File: src/rtl/t9990_clken_gen.sv
// T9990 clock-enable and memory-slot generator: 12-phase frame at 85.909 MHz.
// Optional ~25.175 MHz phase accumulator enabled by macro T9990_CLKEN_25M_EN.
module t9990_clken_gen #(
  parameter int INC_25M          = 19205,
  parameter int ACC_W            = 16,
  parameter int REFRESH_INTERVAL = 64
) (
  input  logic       CLK,
  input  logic       RESET_n,
  output logic       CLK_21M_EN,
  output logic       CLK_14M_EN,
  output logic       CLK_25M_EN,
  output logic       RAM_REQ,
  output logic [1:0] RAM_SLOT,
  output logic       REFRESH_REQ
);

  localparam int FCNT_W = (REFRESH_INTERVAL > 1) ? $clog2(REFRESH_INTERVAL) : 1;
  localparam logic [FCNT_W-1:0] FCNT_LAST = FCNT_W'(REFRESH_INTERVAL - 1);

  logic [3:0]        phase_q, phase_d;
  logic [FCNT_W-1:0] fcnt_q, fcnt_d;
  logic              en21_q, en21_d;
  logic              en14_q, en14_d;
  logic              ram_q, ram_d;
  logic [1:0]        slot_q, slot_d;
  logic              refr_q, refr_d;

  // Outputs are registered from the next-phase decode so they line up with PHASE.
  always_comb begin
    phase_d = (phase_q == 4'd11) ? '0 : phase_q + 4'd1;
    fcnt_d  = fcnt_q;
    if (phase_q == 4'd11) begin
      fcnt_d = (fcnt_q == FCNT_LAST) ? '0 : fcnt_q + FCNT_W'(1);
    end

    en21_d = (phase_d == 4'd0) || (phase_d == 4'd4) || (phase_d == 4'd8);
    en14_d = (phase_d == 4'd0) || (phase_d == 4'd6);
    refr_d = (phase_d == 4'd10) && (fcnt_d == FCNT_LAST);
    ram_d  = '0;
    slot_d = '0;
    unique case (phase_d)
      4'd2:    ram_d = 1'b1;
      4'd6:    begin ram_d = 1'b1; slot_d = 2'd1; end
      4'd10:   if (!refr_d) begin ram_d = 1'b1; slot_d = 2'd2; end
      default: ;
    endcase
  end

  always_ff @(posedge CLK or negedge RESET_n) begin
    if (!RESET_n) begin
      phase_q <= '0;
      fcnt_q  <= '0;
      en21_q  <= '0;
      en14_q  <= '0;
      ram_q   <= '0;
      slot_q  <= '0;
      refr_q  <= '0;
    end else begin
      phase_q <= phase_d;
      fcnt_q  <= fcnt_d;
      en21_q  <= en21_d;
      en14_q  <= en14_d;
      ram_q   <= ram_d;
      slot_q  <= slot_d;
      refr_q  <= refr_d;
    end
  end

  assign CLK_21M_EN  = en21_q;
  assign CLK_14M_EN  = en14_q;
  assign RAM_REQ     = ram_q;
  assign RAM_SLOT    = slot_q;
  assign REFRESH_REQ = refr_q;

`ifdef T9990_CLKEN_25M_EN
  logic [ACC_W-1:0] acc_q;
  logic [ACC_W:0]   acc_sum;
  logic             en25_q;

  // Free-running; the carry is deliberately not aligned to the frame.
  always_comb begin
    acc_sum = {1'b0, acc_q} + (ACC_W + 1)'(INC_25M);
  end

  always_ff @(posedge CLK or negedge RESET_n) begin
    if (!RESET_n) begin
      acc_q  <= '0;
      en25_q <= '0;
    end else begin
      acc_q  <= acc_sum[ACC_W-1:0];
      en25_q <= acc_sum[ACC_W];
    end
  end

  assign CLK_25M_EN = en25_q;
`else
  // Constant low; the parameters are referenced only to keep them in use.
  assign CLK_25M_EN = 1'b0 & (ACC_W != 0) & (INC_25M != 0);
`endif

endmodule

File: config.mk
export PLATFORM = sky130hd
export DESIGN_NAME = t9990_clken_gen
export DESIGN_NICKNAME = d
export VERILOG_FILES = /design/src/rtl/t9990_clken_gen.sv
export SDC_FILE = /design/constraint.sdc
export NUM_CORES = 1
export LEC_CHECK = 0
export ABC_AREA = 0
export BUFFER_PORTS_ARGS = -buffer_cell sky130_fd_sc_hd__clkbuf_2
export CAP_MARGIN = 20
export CORE_MARGIN = 8
export CORE_UTILIZATION = 54
export DETAILED_ROUTE_END_ITERATION = 8
export PLACE_DENSITY = 0.78
export SETUP_SLACK_MARGIN = 0.3
export SYNTH_ARGS = -nofsm -noshare
export SYNTH_HDL_FRONTEND = slang
export SYNTH_SLANG_ARGS = --single-unit
export TNS_END_PERCENT = 50
File: constraint.sdc
create_clock -name CLK -period 2.58 [get_ports CLK]
set_input_delay 0.387 -clock CLK [delete_from_list [all_inputs] [get_ports CLK]]
set_output_delay 0.387 -clock CLK [all_outputs]
set_load 0.02 [all_outputs]
==> results.yml <==
global_routing:
  grt.overflow.total: 0
  antenna_found_initial: 0
  grt_first_pass_wirelength_mm: 2.28
  grt.total_usage: 0.110
  grt_max_degree: 17
  grt_pass1_vias: 521
logic_synthesis:
  ys_types: 31
  synth_cells: 76
  synth_fp_nets: 82
  syn_area_per_cell_sq_um: 10.3
  ys_seq_area_frac: 0.514
  synth_area_sq_um: 779
  yosys_warnings: 0
  synth_seq_cells: 16
setup_path:
  crit_fanout: 6
  path_cells: "ha_1 -> and3b_4 -> nand3_2 -> or3_4 -> a2111oi_2 -> o22ai_1"
  rr_startpoint: "phase_q[0]"
  setup.worst_path.class: "reg -> reg"
  crit_family: "simple AND/OR/NAND/NOR gates"
  reg2reg_to: "RAM_REQ"
  setup.worst_path.start_class: "flip-flop"
  cp_data_arrival_time_ns: 2.24
  crit_buf_inv: 0
  r2r_slack_ns: 0.49
  cp.required_ns: 2.73
  endpoint_kind: "flip-flop"
  cp_slowest_cell: "a2111oi_2"
  crit_path_start: "phase_q[0]"
  reg2reg_depth: 6
  critPathMaxStageDelay_ns: 0.47
clock_tree:
  cts_setup_buffers: 0
  cts_buffer_depth: 2
  cts_buffers: 3
  tritoncts: "yes"
  root_buffer: "clkbuf_4"
  htree_levels: 1
  clkSinkCount: 16
  ctsResizeCount: 0
  clkTransAtPathRegs_ns: 0.09
  holdBufCountCts: 0
  clock_latency_ns: 0.28
routing:
  highest_layer: "met4"
  dr_wl_met2_microns: 661
  num_vias: 568
  viasPerCell: 5.68
  drt-pass1-iter-count: 4
  wl_per_cell_microns: 14.0
  met1_length_microns: 630
  drc: 0
  met3_length_microns: 69
  drtIter0Drc: 15
  ant_nets: 0
  drt-total-wl_mm: 1.40
status:
  status: "finished clean"
timing:
  worst_hold_slack_ns: 0.00218
  skew_ns: 0.00453
  fmax_mhz: 478
  rsz0062_at_grt: "false"
  setup-tns-final_ns: 0
  setup_viol: 0
  maxSlewViolCount: 0
  min_period_ns: 2.09
  timing.final.crit_share: 0.810
  hold_viol: 0
cells_and_area:
  fin_cells: 100
  layout_common_cells: "16 x dfrtp_1, 10 x nand2_1, 7 x clkbuf_2"
  drive_gt1_frac: 0.165
  finalNetCount: 93
  synthToLayoutAreaGrowth_pct: 8.83
  final_common_cell: "dfrtp_1"
  n_antenna_cell: 0
die:
  design.core.area_sq_um: 1320
  floorplan.initialDensity: 0.592
  dieArea_sq_um: 2920
  ios: 9
  die_x_microns: 54.0
  rows: 13
  die_h_microns: 54.0
pwr:
  p_per_area_nw_per_um2: 453
  ir_drop_mv: 0.315
  p_leak_nw: 0.406
  fin_total_pwr_uw: 385
placement:
  gp_congestion: 0.776
  portBuffers: 7
  hpwl_mm: 1.04
  dpl.cell_count: 97
job:
  drv_cap: 0
min_path:
  hold_class: "in -> async"
[metal layers]
layer / up-vias / track usage
met5: - / 0
met4: 0 / 0.0861
met3: 4 / 0.0248
met2: 17 / 0.170
met1: 262 / 0.128
li1: 285 / -
[registers in the layout, summed over array words and instances, names as in the netlist]
register,cells
REFRESH_REQ,1
CLK_14M_EN,1
CLK_21M_EN,1
fcnt_q,6
RAM_REQ,1
RAM_SLOT,2
phase_q,4
[logic make-up (layout without fill, tap and decap cells)]
logic type	Yosys count	after routing	share of synthesized area
AO/OA/AOI/OAI	15	15	0.128
XOR/XNOR	2	2	0.0225
adder cells (fa/ha/maj)	4	4	0.0642
buffers and inverters	6	15	0.0337
flip-flops	16	16	0.514
other	1	1	0.00481
AND/OR/NAND/NOR	32	32	0.233
[worst max path at each step]
| stage | to | slack [ns] | cells past startpoint |
|---|---|---|---|
| after floorplan | RAM_REQ | 0.67 | 6 |
| after detailed placement | RAM_REQ | 0.50 | 6 |
| after global placement | REFRESH_REQ | 0.60 | 6 |
| after global routing | REFRESH_REQ | 0.34 | 6 |
| after CTS | RAM_REQ | 0.48 | 6 |
| final | RAM_REQ | 0.49 | 6 |
[synth_stat cells, drive strengths merged]
master	instances	area [sq um]
inv	5	18.8
a31oi	1	6.26
a21boi	1	7.51
o22ai	1	6.26
o21ai	4	20.0
conb	1	3.75
nand2b	1	6.26
and3	2	12.5
nor4	1	6.26
nand3b	1	7.51
or3	1	11.3
buf	1	7.51
o2bb2ai	1	8.76
xor2	2	17.5
nor4bb	1	10.0
nor2	4	15.0
a311oi	1	8.76
o21a	1	7.51
a21oi	4	20.0
nand4b	1	8.76
nor2b	1	6.26
nor3	1	5.00
and3b	1	12.5
dfrtp	16	400
nand2	10	37.5
nand3	6	35.0
a2111oi	1	15.0
ha	4	50.1
or2b	1	7.51
[power breakdown]
part	switching [mW]	internal, mW	leakage [nW]	total (mW)
logic	0.00573	0.000531	0.177	0.00627
clock network	0.0736	0.0542	0.0138	0.128
registers	0	0.251	0.215	0.251
[per-stage QoR]
stage	util	worst slack (ns)	area [sq um]
after floorplan	-	0.673	779
after global placement	0.627	0.604	826
after detailed placement	0.627	0.499	826
after CTS	0.644	0.477	848
after global routing	0.644	0.341	848
final	0.644	0.490	848
[final cells by class]
cell class / instances / area (sq um)
Timing Repair Buffer: 7 / 35.0
Clock buffer: 3 / 22.5
Fill cell: 107 / 469
Sequential cell: 16 / 400
Multi-Input combinational cell: 54 / 353
Tap cell: 15 / 18.8
Inverter: 5 / 18.8
Power figures use the tool's default switching activity.
